**config.mk**
```make
export PLATFORM = sky130hd
export DESIGN_NAME = pcie_lane_loopback_flat
export DESIGN_NICKNAME = d
export VERILOG_FILES = /design/src/rtl/pcie_loop_pkg.sv /design/src/rtl/pcie_lane_loopback_if.sv /design/src/rtl/pcie_loop_delay_line.sv /design/src/rtl/pcie_lane_loopback.sv /design/src/flat_wrapper.sv
export SDC_FILE = /design/constraint.sdc
export NUM_CORES = 1
export LEC_CHECK = 0
export BUFFER_PORTS_ARGS = -buffer_cell sky130_fd_sc_hd__buf_2
export CAP_MARGIN = 20
export CORE_UTILIZATION = 56
export CTS_BUF_LIST = sky130_fd_sc_hd__clkbuf_4 sky130_fd_sc_hd__clkbuf_8
export DETAILED_ROUTE_END_ITERATION = 10
export GPL_TIMING_DRIVEN = 0
export PLACE_DENSITY = 0.78
export SYNTH_ARGS = -nofsm -noshare
export SYNTH_HDL_FRONTEND = slang
export SYNTH_SLANG_ARGS = --single-unit
```
**constraint.sdc**
```tcl
create_clock -name clk_200 -period 1.95 [get_ports clk_200]
set_input_delay 0.39 -clock clk_200 [delete_from_list [all_inputs] [get_ports clk_200]]
set_output_delay 0.39 -clock clk_200 [all_outputs]
set_load 0.02 [all_outputs]
```
**src/rtl/pcie_loop_pkg.sv**
```systemverilog
// Shared types and constants for the PCIe lane loopback channel.
package pcie_loop_pkg;

  // Link FSM encoding, also exported on the link_state port.
  typedef enum logic [1:0] {
    DOWN = 2'd0,
    FILL = 2'd1,
    UP   = 2'd2
  } link_state_t;

  // Level driven on the receive pairs whenever the link is not carrying data.
  localparam logic IDLE_P = 1'b0;
  localparam logic IDLE_N = 1'b0;

endpackage

```
**src/rtl/pcie_lane_loopback_if.sv**
```systemverilog
// Serial lane bundle between an endpoint (master) and the loopback channel (slave).
interface pcie_lane_loopback_if #(
  parameter int LANES = 4
);

  logic [LANES-1:0] pci_exp_txp;
  logic [LANES-1:0] pci_exp_txn;
  logic [LANES-1:0] pci_exp_rxp;
  logic [LANES-1:0] pci_exp_rxn;

  modport master (
    output pci_exp_txp,
    output pci_exp_txn,
    input  pci_exp_rxp,
    input  pci_exp_rxn
  );

  modport slave (
    input  pci_exp_txp,
    input  pci_exp_txn,
    output pci_exp_rxp,
    output pci_exp_rxn
  );

endinterface

```
**src/rtl/pcie_loop_delay_line.sv**
```systemverilog
// Variable-depth shift register. A delay of 0 passes din straight to the tap
// so the caller's output register alone provides the one-cycle path.
module pcie_loop_delay_line #(
  parameter int   WIDTH     = 4,
  parameter int   MAX_DELAY = 32,
  parameter logic IDLE      = 1'b0,
  localparam int  DW        = $clog2(MAX_DELAY + 1)
) (
  input  logic             clk_200,
  input  logic             flush,
  input  logic [DW-1:0]    delay,
  input  logic [WIDTH-1:0] din,
  output logic [WIDTH-1:0] dout
);

  logic [WIDTH-1:0] stage [MAX_DELAY];

  // Shift one stage per clock, or wipe every stage back to the idle level.
  always_ff @(posedge clk_200) begin
    if (flush) begin
      for (int k = 0; k < MAX_DELAY; k++) stage[k] <= {WIDTH{IDLE}};
    end else begin
      stage[0] <= din;
      for (int k = 1; k < MAX_DELAY; k++) stage[k] <= stage[k-1];
    end
  end

  // Tap select: stage delay-1 holds the word sampled delay cycles ago.
  always_comb begin
    dout = din;
    for (int k = 0; k < MAX_DELAY; k++) begin
      if (delay == DW'(k + 1)) dout = stage[k];
    end
  end

endmodule

```
**src/rtl/pcie_lane_loopback.sv**
```systemverilog
// Cycle-based PCIe lane loopback: tx pairs return on rx pairs after a
// programmable delay, with link up/down control and lane reversal.
// Optional periodic bit-error injection is built when the macro
// PCIE_LOOP_ERR_INJECT_EN is defined; otherwise err_count reads 0.
module pcie_lane_loopback
  import pcie_loop_pkg::*;
#(
  parameter int  LANES         = 4,
  parameter int  MAX_DELAY     = 32,
  parameter int  DEFAULT_DELAY = 4,
  localparam int DW            = $clog2(MAX_DELAY + 1),
  localparam int EW            = $clog2(LANES) + 1
) (
  input  logic                 clk_200,
  input  logic                 sys_rst_n,
  input  logic                 link_en,
  input  logic                 lane_rev,
  input  logic [DW-1:0]        delay_cfg,
  input  logic                 delay_cfg_we,
  pcie_lane_loopback_if.slave  lanes,
  output logic                 link_up,
  output logic [1:0]           link_state,
  input  logic [15:0]          err_every,
  input  logic [EW-1:0]        err_lane,
  output logic [31:0]          err_count
);

  link_state_t      state_q, state_d;
  logic [DW-1:0]    delay_q, fill_cnt_q, delay_clamped;
  logic             lane_rev_q, line_flush;
  logic [LANES-1:0] txp_map, txn_map, tap_p, tap_n, err_mask;

  assign delay_clamped = (delay_cfg > DW'(MAX_DELAY)) ? DW'(MAX_DELAY) : delay_cfg;
  assign line_flush    = !sys_rst_n || (state_q == DOWN);
  assign link_up       = (state_q == UP);
  assign link_state    = state_q;

  // Next-state logic; dropping link_en overrides every other transition.
  always_comb begin
    state_d = state_q;
    unique case (state_q)
      DOWN:    if (link_en) state_d = FILL;
      FILL:    if (!delay_cfg_we && (fill_cnt_q == delay_q)) state_d = UP;
      UP:      if (delay_cfg_we) state_d = FILL;
      default: state_d = DOWN;
    endcase
    if (!link_en) state_d = DOWN;
  end

  // FSM state register.
  always_ff @(posedge clk_200) begin
    if (!sys_rst_n) state_q <= DOWN;
    else            state_q <= state_d;
  end

  // Delay register, lane-reversal latch and fill counter.
  always_ff @(posedge clk_200) begin
    if (!sys_rst_n) begin
      delay_q    <= DW'(DEFAULT_DELAY);
      fill_cnt_q <= '0;
      lane_rev_q <= 1'b0;
    end else begin
      if (delay_cfg_we) delay_q <= delay_clamped;
      if ((state_q == DOWN) && (state_d == FILL)) lane_rev_q <= lane_rev;
      if ((state_q == FILL) && (state_d == FILL) && !delay_cfg_we)
        fill_cnt_q <= fill_cnt_q + DW'(1);
      else
        fill_cnt_q <= '0;
    end
  end

  // Lane reversal is applied on entry so both delay lines carry mapped lanes.
  always_comb begin
    for (int i = 0; i < LANES; i++) begin
      txp_map[i] = lane_rev_q ? lanes.pci_exp_txp[LANES-1-i] : lanes.pci_exp_txp[i];
      txn_map[i] = lane_rev_q ? lanes.pci_exp_txn[LANES-1-i] : lanes.pci_exp_txn[i];
    end
  end

  pcie_loop_delay_line #(.WIDTH(LANES), .MAX_DELAY(MAX_DELAY), .IDLE(IDLE_P)) u_line_p (
    .clk_200 (clk_200),
    .flush   (line_flush),
    .delay   (delay_q),
    .din     (txp_map),
    .dout    (tap_p)
  );

  pcie_loop_delay_line #(.WIDTH(LANES), .MAX_DELAY(MAX_DELAY), .IDLE(IDLE_N)) u_line_n (
    .clk_200 (clk_200),
    .flush   (line_flush),
    .delay   (delay_q),
    .din     (txn_map),
    .dout    (tap_n)
  );

`ifdef PCIE_LOOP_ERR_INJECT_EN
  logic [15:0] period_q;
  logic [31:0] err_count_q;
  logic        inject_hit, inject_lane_ok;

  assign inject_hit     = (state_d == UP) && (err_every != 16'd0) &&
                          (period_q == err_every - 16'd1);
  assign inject_lane_ok = (err_lane < EW'(LANES));
  assign err_count      = err_count_q;

  // One-hot flip mask for the selected lane on an injection cycle.
  always_comb begin
    err_mask = '0;
    for (int i = 0; i < LANES; i++) begin
      if (inject_hit && inject_lane_ok && (err_lane == EW'(i))) err_mask[i] = 1'b1;
    end
  end

  // Period counter runs over UP output cycles; saturating error tally.
  always_ff @(posedge clk_200) begin
    if (!sys_rst_n) begin
      period_q    <= '0;
      err_count_q <= '0;
    end else if (state_d == UP) begin
      period_q <= inject_hit ? 16'd0 : period_q + 16'd1;
      if (inject_hit && inject_lane_ok && (err_count_q != '1))
        err_count_q <= err_count_q + 32'd1;
    end else begin
      period_q <= '0;
    end
  end
`else
  logic unused_err_inputs;

  assign unused_err_inputs = ^{err_every, err_lane};
  assign err_mask          = '0;
  assign err_count         = '0;
`endif

  // Registered receive pairs: delayed data while UP, idle otherwise.
  always_ff @(posedge clk_200) begin
    if (!sys_rst_n || (state_d != UP)) begin
      lanes.pci_exp_rxp <= {LANES{IDLE_P}};
      lanes.pci_exp_rxn <= {LANES{IDLE_N}};
    end else begin
      lanes.pci_exp_rxp <= tap_p ^ err_mask;
      lanes.pci_exp_rxn <= tap_n ^ err_mask;
    end
  end

endmodule

```
**src/flat_wrapper.sv**
```systemverilog
// flat-port wrapper written by rule: the top's interface ports become plain ports
module pcie_lane_loopback_flat import pcie_loop_pkg::*;
#(
  parameter int  LANES         = 4,
  parameter int  MAX_DELAY     = 32,
  parameter int  DEFAULT_DELAY = 4,
  localparam int DW            = $clog2(MAX_DELAY + 1),
  localparam int EW            = $clog2(LANES) + 1
)
  (clk_200, sys_rst_n, link_en, lane_rev, delay_cfg, delay_cfg_we, link_up, link_state, err_every, err_lane, err_count, lanes_pci_exp_txp, lanes_pci_exp_txn, lanes_pci_exp_rxp, lanes_pci_exp_rxn);
  pcie_lane_loopback_if #(.LANES(LANES)) lanes_i ();
  input  logic clk_200;
  input  logic sys_rst_n;
  input  logic link_en;
  input  logic lane_rev;
  input  logic [DW-1:0] delay_cfg;
  input  logic delay_cfg_we;
  output logic link_up;
  output logic [1:0] link_state;
  input  logic [15:0] err_every;
  input  logic [EW-1:0] err_lane;
  output logic [31:0] err_count;
  input wire logic [$bits(lanes_i.pci_exp_txp)-1:0] lanes_pci_exp_txp;
  input wire logic [$bits(lanes_i.pci_exp_txn)-1:0] lanes_pci_exp_txn;
  output wire logic [$bits(lanes_i.pci_exp_rxp)-1:0] lanes_pci_exp_rxp;
  output wire logic [$bits(lanes_i.pci_exp_rxn)-1:0] lanes_pci_exp_rxn;
  assign lanes_i.pci_exp_txp = lanes_pci_exp_txp;
  assign lanes_i.pci_exp_txn = lanes_pci_exp_txn;
  assign lanes_pci_exp_rxp = lanes_i.pci_exp_rxp;
  assign lanes_pci_exp_rxn = lanes_i.pci_exp_rxn;
  pcie_lane_loopback #(.LANES(LANES), .MAX_DELAY(MAX_DELAY), .DEFAULT_DELAY(DEFAULT_DELAY)) u_core (.clk_200(clk_200), .sys_rst_n(sys_rst_n), .link_en(link_en), .lane_rev(lane_rev), .delay_cfg(delay_cfg), .delay_cfg_we(delay_cfg_we), .lanes(lanes_i), .link_up(link_up), .link_state(link_state), .err_every(err_every), .err_lane(err_lane), .err_count(err_count));
endmodule
```
# == Word-level counts from Yosys, hierarchy flattened ==
# Memory sizes are Yosys's and may differ from the RTL's.
# Cells that the tools add are included.
# totals
output_inout_bits,43
mem_count,2
ff_bits,23
mem_bits_rw,256
# classes
bitwise,64
n_mux,144
eq_ne,37
n_addsub,1
reduce_logical,10
n_lt_le_gt_ge,1
# memory_table
name,words,width,rd,rd_ports_with_merged_regs,wr,line_no,rtl
u_core.u_line_n.stage,32,4,32,0,32,pcie_loop_delay_line.sv:16,logic [WIDTH-1:0] stage [MAX_DELAY];
u_core.u_line_p.stage,32,4,32,0,32,pcie_loop_delay_line.sv:16,
# ops
op,count
$mux 4,128
$eq 6x5->1 const B,16
$or 1x1->1,64
$eq 6x4->1 const B,8
$eq 6x3->1 const B,4
$eq 6x2->1 const B,2
$mux 1,11
$add 6x1->6 const B,1
$eq 6x1->1 const B,1
$eq 6x6->1,1
$eq 6x6->1 const B,1
$gt 6x6->1 const B,1
$mux 2,3
$mux 6,1
$pmux 2 s3,1
$eq 2x1->1 const B,2
$logic_and 1x1->1,4
$eq 2x2->1 const B,1
$logic_not 1->1,2
$logic_not 2->1,1
$logic_or 1x1->1,2
$ne 2x2->1 const B,1
$reduce_and 2->1,1

# == Logic depth before layout (Yosys ltp) ==
# depth
word_depth,33
ltp_mapped,10
mapped_depth_nobuf,6

# == Hierarchy ==
# Synthesis repeated with hierarchy kept, for this count alone.
# unflattened
hier_cells,1218
hier_area_um2,11928.9
# modules_own_cells
mod,instances,area_per_inst_um2,cells_per_inst
pcie_loop_delay_line,2,5340.1,541
pcie_lane_loopback,1,1248.7,136

# == Least setup slack after synthesis ==
# OpenSTA, ideal clock, no wires.
# synth_timing
path_kind,flip-flop to flip-flop
from,register u_core.delay_q[3]
to,register u_core.lanes.pci_exp_rxp[3]
setup_slack_ps,-124
n_path_buf,2
required_ps,1832
arrival_time_ps,1957
stages_incl_launch_ff,8
path_cell_list,dfxtp_1 -> buf_2 -> or4b_4 -> buf_6 -> a211oi_1 -> o22ai_1 -> a221o_1 -> o2111a_1
# synth_between
elab_chain_cells,33
word_cells_on_any_way,71
classes_between,eq/ne (34); mux (35); reduce/logical (2)
# synth_rtl
element,line_no,rtl
start: declaration,pcie_lane_loopback.sv:29,"logic [DW-1:0] delay_q, fill_cnt_q, delay_clamped;"
start signal: assignment,pcie_lane_loopback.sv:59,delay_q <= DW'(DEFAULT_DELAY);
start signal: assignment,pcie_lane_loopback.sv:63,if (delay_cfg_we) delay_q <= delay_clamped;
$eq 6x1->1,pcie_loop_delay_line.sv:32,if (delay == DW'(k + 1)) dout = stage[k];
$mux 4 (32 in a row),pcie_loop_delay_line.sv:32,
end signal: assignment,pcie_lane_loopback.sv:138,lanes.pci_exp_rxp <= {LANES{IDLE_P}};
end signal: assignment,pcie_lane_loopback.sv:141,lanes.pci_exp_rxp <= tap_p ^ err_mask;
end: declaration,pcie_lane_loopback_if.sv:21,"output pci_exp_rxp,"
# Parallel ways exist; a longest one is shown, timed or not.
# A chain may end at the register's enable or synchronous reset.

# == Final worst setup path ==
# Ends and elaborated chain as after synthesis.

==> summary.md <==
| Metric | Value |
|---|---|
| Final wirelength | `38900 um` |
| Skew-Pair Late Insertion Delay | `0.57 ns` |
| Clock-pin slew on the worst setup and hold paths | `0.07 ns` |
| Fmax | `0.433 GHz` |
| XOR/XNOR Fraction of Synth Area | `0.822%` |
| Top_reg_cell synth | `dfxtp_1` |
| Max Cap Viol | `0` |
| Post-DP HPWL | `26100 um` |
| CP max stage cell | `dfxtp_4` |
| Ports | `81` |
| Clock buffer depth | `3` |
| Worst Skew | `0.0189 ns` |
| Final Hold Fails | `0` |
| Crit Path Max Fanout | `10` |
| Nets | `1403` |
| Number of iterations in the first detailed-routing pass | `7` |
| Critical Path RT | `2.39 ns` |
| Routed vias | `10205` |
| Reg-to-Reg Start | `u_core.delay_q[3]` |
| Setup violators final | `8` |
| Min-Delay Endpoint | `u_core.lane_rev_q` |
| Cts bufs inserted | `45` |
| Post-synth cell types | `85` |
| Root Driver | `clkbuf_8` |
| Post-synth top area share | `47.6%` |
| Area growth syn-to-layout | `23.5%` |
| Final Cycle Share | `119%` |
| Crit. End Element | `flop` |
| Number of global-route vias before repair | `9884` |
| Synth Area in Compound Gates | `15.2%` |
| CP dominant cell by count | `buf_6` |
| Cell Rows | `52` |
| Slew @ Worst Pin | `0.915 ns` |
| RSZ-0062 raised after global routing | `true` |
| First-pass GRT wire length | `58700 um` |
| Post-synth EDFFs | `0` |
| Setup TNS | `-2.42 ns` |
| Post-Place Setup Slack | `-1.25 ns` |
| Max VDD drop | `803 uV` |
| HP Start | `lane_rev` |
| RePlAce Congestion | `1.01` |
| Status | `finished with violations` |
| Leak | `0.00568 uW` |
| Initial antenna violation count | `0` |
| Post-Synth Simple-Gate Area | `23.7%` |
| GRT Total Usage | `36.3%` |
| Syn Inst Count | `1227` |
| CTS tree | `built` |
| Final Slew Violations | `0` |
| Htree depth | `2` |
| Number of synthesized register bits | `279` |
| Final ANT Viol Nets | `0` |
| Register-to-Register Setup Slack | `-0.36 ns` |
| Initial Util | `57.6%` |
| YS warnings | `0` |
| Min cycle time layout | `2.31 ns` |
| Leading area contributor after synthesis | `dfxtp_1` |
| Commonest non-fill, non-tap cell in the layout | `dfxtp_1` |
| Share of layout cells above drive strength 1 | `26.3%` |
| WL/cell | `23.4 um` |
| Congestion Overflow GR | `0` |
| FF-to-FF path depth | `8` |
| CP peak stage delay | `0.39 ns` |
| Failing checks | `setup timing` |
| Die H | `147 um` |
| Average cell area after synthesis | `9.55 um^2` |
| Port bufs | `28` |
| Post-synthesis mux area share | `6.36%` |
| Area contributors post-synth | `dfxtp_1 (48%), and2_1 (13%), mux2i_1 (2.9%)` |
| Cell area after synthesis | `11700 um^2` |
| # DRC | `0` |
| Hold path depth | `3` |
| Worst endpoint data arrival time | `2.75 ns` |
| Clock sinks | `279` |
| Sequential share of the synthesized area | `47.6%` |
| Largest net degree at the start of global routing | `12` |
| PD cells | `834 nW/um^2` |
| Die width | `147 um` |
| Main combinational cell family by area after synthesis | `simple AND/OR/NAND/NOR gates` |
| Worst r2r dst | `u_core.lanes.pci_exp_rxp[3]` |
| Setup CP Type | `flop to flop` |
| CP Launch Type | `flop` |
| Most frequent cells in the layout | `dfxtp_1 (275), and2_1 (246), buf_4 (70)` |
| Synth Area in Adders | `0.107%` |
| Die area | `21500 um^2` |
| Ant. Diodes | `0` |
| DR vias/cell | `6.13` |
| Final setup margin | `-0.362 ns` |
| Post-synth ARST share | `0%` |
| Iteration-0 DRC Markers | `1326` |
| Core area | `20400 um^2` |
| Fill count | `1505` |
| Critical Path, Cell by Cell | `buf_6 -> buf_6 -> nor2b_4 -> nand2_2 -> o32a_1 -> o211ai_1 -> a31oi_4 -> o2111a_1` |
| Worst Hold Class | `input port to flop` |
| Slew HR | `39.0%` |
cells by family after synthesis:
logic type / count (synthesis)
AND/OR/NAND/NOR: 467
flip-flops: 279
AO/OA/AOI/OAI: 264
buffers and inverters: 140
multiplexers: 64
XOR/XNOR: 11
adder cells (fa/ha/maj): 1
other: 1
per-layer routing:
metal  vias to the layer above  GRT usage (%)  wire [um]
met1                      4760           46.0      14900
met4                         0           22.3       2590
met3                       206           9.84       4620
met2                       706           55.1      16800
li1                       4533              -          -
met5                         -              0          0
cell type report:
type,instances,area (um^2),area share (%)
Tap cell,270,338,2.33
Buffer,119,1120,7.72
Clock buffer,66,827,5.71
Inverter,15,60.1,0.415
Multi-Input combinational cell,839,6000,41.5
Clock inverter,11,87.6,0.605
Sequential cell,279,5600,38.7
Timing Repair Buffer,65,448,3.09
sequential cells by signal, indices dropped and copies added, names as in the netlist:
name,flops
u_core.lanes.pci_exp_rxp,4
u_core.lanes.pci_exp_rxn,4
u_core.link_state,2
u_core.fill_cnt_q,6
u_core.u_line_n.stage,128
u_core.u_line_p.stage,128
u_core.lane_rev_q,1
u_core.delay_q,6
repair_timing:
item | 4_1_cts | 5_1_grt
hold buffers | 0 | 0
pin swaps | 32 | 25
gates cloned | 2 | 0
setup buffers | 29 | 6
endpoints found under the setup margin | 218 | 81
resized for setup | 200 | 75
where the power goes:
group          switching [uW]  internal [uW]  leakage (uW)  total, uW
Combinational             720            469       0.00295       1190
Clock                    2310           2850      0.000483       5150
Sequential               22.0           5710       0.00225       5740
Total                    3050           9030       0.00568      12100
synth_stat cells (4+ instances only):
| master | n |
|---|---|
| o31ai_1 | 6 |
| a22oi_1 | 11 |
| inv_1 | 14 |
| o21ai_0 | 47 |
| and2_1 | 247 |
| or3_1 | 8 |
| mux4_2 | 6 |
| buf_1 | 4 |
| a221oi_1 | 7 |
| nor2b_1 | 19 |
| a211oi_1 | 10 |
| o22ai_1 | 28 |
| nand2b_1 | 12 |
| xnor2_1 | 7 |
| o211ai_1 | 14 |
| mux2i_1 | 34 |
| nand2_1 | 43 |
| clkbuf_1 | 50 |
| o32ai_1 | 8 |
| xor2_1 | 4 |
| dfxtp_1 | 279 |
| a31oi_1 | 14 |
| nand4b_1 | 4 |
| o21ai_1 | 9 |
| o2111ai_1 | 5 |
| buf_4 | 35 |
| a21oi_1 | 47 |
| buf_2 | 33 |
| o221ai_1 | 13 |
| nor3_1 | 18 |
| nand4_1 | 7 |
| nand3_1 | 10 |
| nor2_1 | 61 |
| mux2_2 | 24 |
worst max path at each step:
stage                            startpoint                           to  cells after the start
after floorplan           u_core.delay_q[3]  u_core.lanes.pci_exp_rxp[3]                      7
after global placement    u_core.delay_q[0]  u_core.lanes.pci_exp_rxn[2]                      8
after detailed placement  u_core.delay_q[0]  u_core.lanes.pci_exp_rxp[3]                      8
after CTS                 u_core.delay_q[3]  u_core.lanes.pci_exp_rxp[3]                      8
after global routing      u_core.delay_q[2]  u_core.lanes.pci_exp_rxp[3]                      8
final                     u_core.delay_q[3]  u_core.lanes.pci_exp_rxp[3]                      8
critical path, delay by kind of cell, from the launching register on:
kind | cells | cell delay [ns]
compound gates | 4 | 1.02
buf+inv | 2 | 0.28
flops | 1 | 0.39
simple gates | 2 | 0.48
through the flow:
| step | utilization, % | power [uW] | cell area [um^2] | std cells | hold WS [ns] |
|---|---|---|---|---|---|
| 6_report | 71.1 | 12100 | 14500 | 1664 | 0.0956 |
| 5_1_grt | 71.1 | 12400 | 14500 | 1664 | 0.110 |
| 4_1_cts | 69.8 | 12000 | 14200 | 1658 | 0.0894 |
| 3_5_place_dp | 60.6 | 6730 | 12300 | 1556 | 0.431 |
| 3_3_place_gp | 60.6 | 6730 | 12300 | 1556 | 0.425 |
| 2_1_floorplan | - | 6430 | 11900 | 1258 | 0.410 |
(Power assumes the default switching activity.)
